--- config.mk ---
export PLATFORM = sky130hd
export DESIGN_NAME = regfile_write_arbiter
export DESIGN_NICKNAME = d
export VERILOG_FILES = /design/src/rtl/regfile_pkg.sv /design/src/rtl/rr_pick.sv /design/src/rtl/regfile_write_arbiter.sv
export SDC_FILE = /design/constraint.sdc
export NUM_CORES = 1
export LEC_CHECK = 0
export BUFFER_PORTS_ARGS = -buffer_cell sky130_fd_sc_hd__clkbuf_2
export CAP_MARGIN = 20
export CORE_AREA = 2 2 138 140
export CTS_BUF_LIST = sky130_fd_sc_hd__clkbuf_16
export CTS_CLUSTER_DIAMETER = 100
export DETAILED_ROUTE_END_ITERATION = 10
export DIE_AREA = 0 0 140 142
export HOLD_SLACK_MARGIN = 0.12
export PLACE_DENSITY_LB_ADDON = 0.15
export SYNTH_ARGS = -nofsm -noshare
export SYNTH_HDL_FRONTEND = slang
export SYNTH_SLANG_ARGS = --single-unit
--- constraint.sdc ---
create_clock -name clk -period 8.3 [get_ports clk]
set_clock_uncertainty 0.1 [all_clocks]
set_input_delay 1.66 -clock clk [delete_from_list [all_inputs] [get_ports clk]]
set_output_delay 1.66 -clock clk [all_outputs]
set_load 0.02 [all_outputs]
--- src/rtl/regfile_pkg.sv ---
`default_nettype none
// ============================================================================
// Module      : regfile_pkg
// Description : Shared constants and write-port types for the register file
//               and its write-side arbitration logic.
// Revision    : 1.0 - initial release
// ============================================================================
package regfile_pkg;

   localparam int REG_ADDR_W = 5;
   localparam int REG_DATA_W = 64;
   localparam int NUM_WR_REQ = 4;

   // One pending write as presented by a requester.
   typedef struct packed {
      logic [REG_ADDR_W-1:0] addr;
      logic [REG_DATA_W-1:0] data;
   } wr_req_t;

   // The register file's write port.
   typedef struct packed {
      logic                  en;
      logic [REG_ADDR_W-1:0] addr;
      logic [REG_DATA_W-1:0] data;
   } wr_port_t;

endpackage : regfile_pkg
`default_nettype wire

--- src/rtl/rr_pick.sv ---
`default_nettype none
// ============================================================================
// Module      : rr_pick
// Description : Combinational round-robin picker. Searches ptr+1, ptr+2, ...
//               wrapping, with ptr itself considered last, and returns the
//               first valid requester as a one-hot grant plus its index.
// Revision    : 1.0 - initial release
// ============================================================================
module rr_pick #(
   parameter int NUM_REQ = 4,
   parameter int ID_W    = $clog2(NUM_REQ)
) (
   input  logic [NUM_REQ-1:0] valid_i,
   input  logic [ID_W-1:0]    ptr_i,
   input  logic               allow_i,
   output logic [NUM_REQ-1:0] grant_onehot_o,
   output logic [ID_W-1:0]    grant_idx_o,
   output logic               any_o
);

   logic            found;
   logic [ID_W-1:0] cand;

   // Walk the wrapped search order; NUM_REQ is a power of two so the index
   // sum wraps naturally by truncation, and k == NUM_REQ lands on ptr itself.
   always_comb begin
      grant_onehot_o = '0;
      grant_idx_o    = '0;
      found          = 1'b0;
      cand           = '0;
      if (allow_i) begin
         for (int k = 1; k <= NUM_REQ; k++) begin
            cand = ptr_i + ID_W'(k);
            if (!found && valid_i[cand]) begin
               found                = 1'b1;
               grant_idx_o          = cand;
               grant_onehot_o[cand] = 1'b1;
            end
         end
      end
      any_o = found;
   end

endmodule : rr_pick
`default_nettype wire

--- src/rtl/regfile_write_arbiter.sv ---
`default_nettype none
// ============================================================================
// Module      : regfile_write_arbiter
// Description : Shares the register file's single write port among NUM_REQ
//               requesters. Round-robin grant via valid/ready, one registered
//               write per cycle (latency 1) onto wr_en/wr_addr/wr_data/wr_id.
// Revision    : 1.0 - initial release
// ============================================================================
module regfile_write_arbiter
   import regfile_pkg::*;
#(
   parameter int NUM_REQ = NUM_WR_REQ,
   parameter int ADDR_W  = REG_ADDR_W,
   parameter int DATA_W  = REG_DATA_W,
   parameter int ID_W    = $clog2(NUM_REQ)
) (
   input  logic                           clk,
   input  logic                           reset,
   input  logic [NUM_REQ-1:0]             req_valid,
   input  logic [NUM_REQ-1:0][ADDR_W-1:0] req_addr,
   input  logic [NUM_REQ-1:0][DATA_W-1:0] req_data,
   output logic [NUM_REQ-1:0]             req_ready,
   input  logic                           hold,
   output logic                           wr_en,
   output logic [ADDR_W-1:0]              wr_addr,
   output logic [DATA_W-1:0]              wr_data,
   output logic [ID_W-1:0]                wr_id
);

   // Pointer reset value makes requester 0 the first one searched.
   localparam logic [ID_W-1:0] PTR_RST = ID_W'(NUM_REQ - 1);

   logic [ID_W-1:0]    ptr_q,     ptr_d;
   logic               wr_en_q,   wr_en_d;
   logic [ADDR_W-1:0]  wr_addr_q, wr_addr_d;
   logic [DATA_W-1:0]  wr_data_q, wr_data_d;
   logic [ID_W-1:0]    wr_id_q,   wr_id_d;

   logic [NUM_REQ-1:0] grant_onehot;
   logic [ID_W-1:0]    grant_idx;
   logic               grant_any;

   rr_pick #(
      .NUM_REQ (NUM_REQ),
      .ID_W    (ID_W)
   ) u_rr_pick (
      .valid_i        (req_valid),
      .ptr_i          (ptr_q),
      .allow_i        (!hold),
      .grant_onehot_o (grant_onehot),
      .grant_idx_o    (grant_idx),
      .any_o          (grant_any)
   );

   // The grant is only ever raised on a valid line, so ready doubles as the
   // transfer strobe and any grant is a completed handshake.
   assign req_ready = grant_onehot;

   // Next state: capture the winning request and advance the pointer on a
   // transfer; otherwise keep address/data/id and pointer, drop the enable.
   always_comb begin
      ptr_d     = ptr_q;
      wr_en_d   = 1'b0;
      wr_addr_d = wr_addr_q;
      wr_data_d = wr_data_q;
      wr_id_d   = wr_id_q;
      if (grant_any) begin
         ptr_d     = grant_idx;
         wr_en_d   = 1'b1;
         wr_addr_d = req_addr[grant_idx];
         wr_data_d = req_data[grant_idx];
         wr_id_d   = grant_idx;
      end
   end

   // State and output register; reset discards any pending write at once.
   always_ff @(posedge clk or posedge reset) begin
      if (reset) begin
         ptr_q     <= PTR_RST;
         wr_en_q   <= 1'b0;
         wr_addr_q <= '0;
         wr_data_q <= '0;
         wr_id_q   <= '0;
      end else begin
         ptr_q     <= ptr_d;
         wr_en_q   <= wr_en_d;
         wr_addr_q <= wr_addr_d;
         wr_data_q <= wr_data_d;
         wr_id_q   <= wr_id_d;
      end
   end

   assign wr_en   = wr_en_q;
   assign wr_addr = wr_addr_q;
   assign wr_data = wr_data_q;
   assign wr_id   = wr_id_q;

endmodule : regfile_write_arbiter
`default_nettype wire

==> out/summary.txt <==
Final Setup Violations - 0
Synth Cell Area - 6040 um^2
Most used DFF post-synth - dfrtp_1
max_cap viols - 0
total vias in the final route - 6448
# Post-CTS Setup Buffers - 0
post-CTS sizing - 0
Leak - 3.88 nW
status - finished, violations left
starting density of the core - 0.327
clock root buffer - clkbuf_16
share of post-route cells with drive strength above 1 - 0.420
largest net degree at the start of global routing - 76
PwrDens - 399 nW/um^2
Final Max Tran Viols - 0
synthesis warning total - 0
CP required - 6540 ps
setup tns final - 0 ps
Detailed Routing Iterations Pass 1 - 8
CP arrival - 4140 ps
Worst Setup End Kind - output pin
Area growth, synth to finish - 36.0%
RSZ-0062 raised after global routing - false
die area - 19900 um^2
Post-synth EDFFs - 0
Commonest cells post-synth - mux2i_1, nor2b_1, dfrtp_1
largest vdd supply drop - 0.000167 V
Post-Syn Instances - 674
async set-or-reset flop fraction in the synthesized netlist - 1.00
number of DRC markers in iteration 0 - 364
max_slew headroom - 0.349
FF/Latch Area - 1850 um^2
Inserted Clock Buffers - 9
grt ovf - 0
clk sinks - 74
Seq/Total Area, Yosys - 0.307
clock slew at reported path FFs - 70 ps
Final Non-Filler Cells - 1227
Cell Rows - 50
hold-fix buffers at CTS - 0
ANT cells - 0
FF+latch count, synth - 74
post-synthesis simple-gate area fraction - 0.189
Area contributors post-synth - dfrtp_1, mux2i_1, nor2b_1
Total GRT Usage - 0.219
Finished Core Util - 0.445
final WL - 21.9 mm
Max Fclk - 170 MHz
HP Class - reg -> reg
multi-input logic area - 3860 um^2
Synth Area in Adders - 0.0166
I/O pin count - 359
Post-DP HPWL - 15.6 mm
DR vias/cell - 5.26
average wire per standard cell - 17.9 um
distinct cell type count after synthesis - 41
failing checks - design-rule violations
Post-DRT Antenna Nets - 0
Final Hold Viols - 0
TritonCTS clock tree - built
Synth Area in Compound Gates - 0.229
Synth area leader - dfrtp_1
Min Hold Slack - 378 ps
syn_area_per_cell - 8.97 um^2
Crit Path Class - reg -> out
Core ar. - 18500 um^2
Worst-Margin Slew - 977 ps
placed cells - 1210
Period minus WS final - 5900 ps
multiplexer share of the synthesized area - 0.199
first-pass GRT wire length - 34.7 mm
fin crit share - 0.711
antenna violations before repair - 0
fill cell count - 1900
largest family of logic cells by synthesized area - compound AO/OA/AOI/OAI gates
XOR/XNOR Fraction of Synth Area - 0
most numerous cell in the Yosys netlist - mux2i_1
Synth Net Count - 965
Worst setup SP type - flip-flop
chip width - 140 um
die height - 142 um
DRC Markers - 22
CP max FO - 46
gpl congestion - 0.746
vias in the first global route - 6426
Max Buffers Root-to-Sink - 2
IO Port Bufs - 358
NumNets Final - 1279
share of the synthesized area in the top cell type - 0.298
H-tree lvl count - 3
worst skew pair latency - 340 ps
kinds of logic (layout without fill, tap and decap cells):
logic type      after synthesis  count (layout)
simple gates                219             219
compound gates              186             186
mux                         115             115
flops                        74              74
buf+inv                      72             391
fa+ha+maj                     8               8
routing by layer:
layer  global-route usage  vias up  part of all wire
li1                     -     3127                 -
met1                0.273     3028              0.41
met2                0.378      266              0.49
met3               0.0427       27             0.073
met4               0.0808        0             0.025
met5                    0        -                 0
power breakdown:
part           leakage (nW)  internal [mW]  total, mW  switching, mW
clock                 0.127          0.205      0.379          0.175
combinational          2.88          0.834       2.20           1.36
sequential            0.877          0.560      0.698          0.139
worst max-delay path, stage by stage (launching register included):
cell and delay (ps):
dfstp_2 1140, inv_1 330, ha_1 500, mux4_2 440
nor2b_4 630, a221o_1 250, o21ai_0 80, a21oi_1 180
clkbuf_2 220
cell type report:
cell class	instances	share of cell area
clock inverter	7	0.00639
timing repair buffer	371	0.234
clock buffer	9	0.0274
sequential	74	0.226
multi-input combinational	528	0.469
inverter	4	0.00198
tap	234	0.0356
worst paths after layout:
path,from,endpoint,slack [ps],cells after the start
min in group asynchronous,reset,wr_data[49]$_DFFE_PP0P_,1300,3
max in group asynchronous,reset,ptr_q[0]$_DFFE_PP1P_,6140,4
worst max register to register,ptr_q[0]$_DFFE_PP1P_,wr_data[30]$_DFFE_PP0P_,3240,9
worst min register to register,wr_id[0]$_DFFE_PP0P_,wr_id[0]$_DFFE_PP0P_,380,1
worst max-delay path,ptr_q[0]$_DFFE_PP1P_,req_ready[3],2400,8
worst min-delay path,wr_id[0]$_DFFE_PP0P_,wr_id[0]$_DFFE_PP0P_,380,1
cells in the final DEF, fill, tap and decap left out, types with 4 or more instances in the layout:
cell type  count
a2111oi_0     24
a2111oi_1      5
a211oi_1      19
a211oi_2      10
a21oi_1       35
a221o_1        4
buf_4         10
clkbuf_16      9
clkbuf_2     357
dfrtp_1       72
ha_1           8
mux2i_1      110
mux4_2         4
nand2_1       47
nand3_1       29
nor2_1        33
nor2b_1      100
o21ai_0       37
o221ai_1      40
registers in the layout, summed over array words and instances, names as in the netlist:
signal	flops
ptr_q	2
wr_id	2
wr_data	64
wr_en	1
wr_addr	5
metrics by stage:
step / power [mW] / setup WS [ps] / area [um^2]
final: 3.28 / 2400 / 8220
after global routing: 3.52 / 2150 / 8220
after CTS: 3.31 / 2340 / 8200
after detailed placement: 2.92 / 2730 / 7920
after global placement: 2.90 / 2780 / 7910
after floorplan: 2.31 / 3240 / 6040
Note: power is estimated with default switching activity, not from simulation.
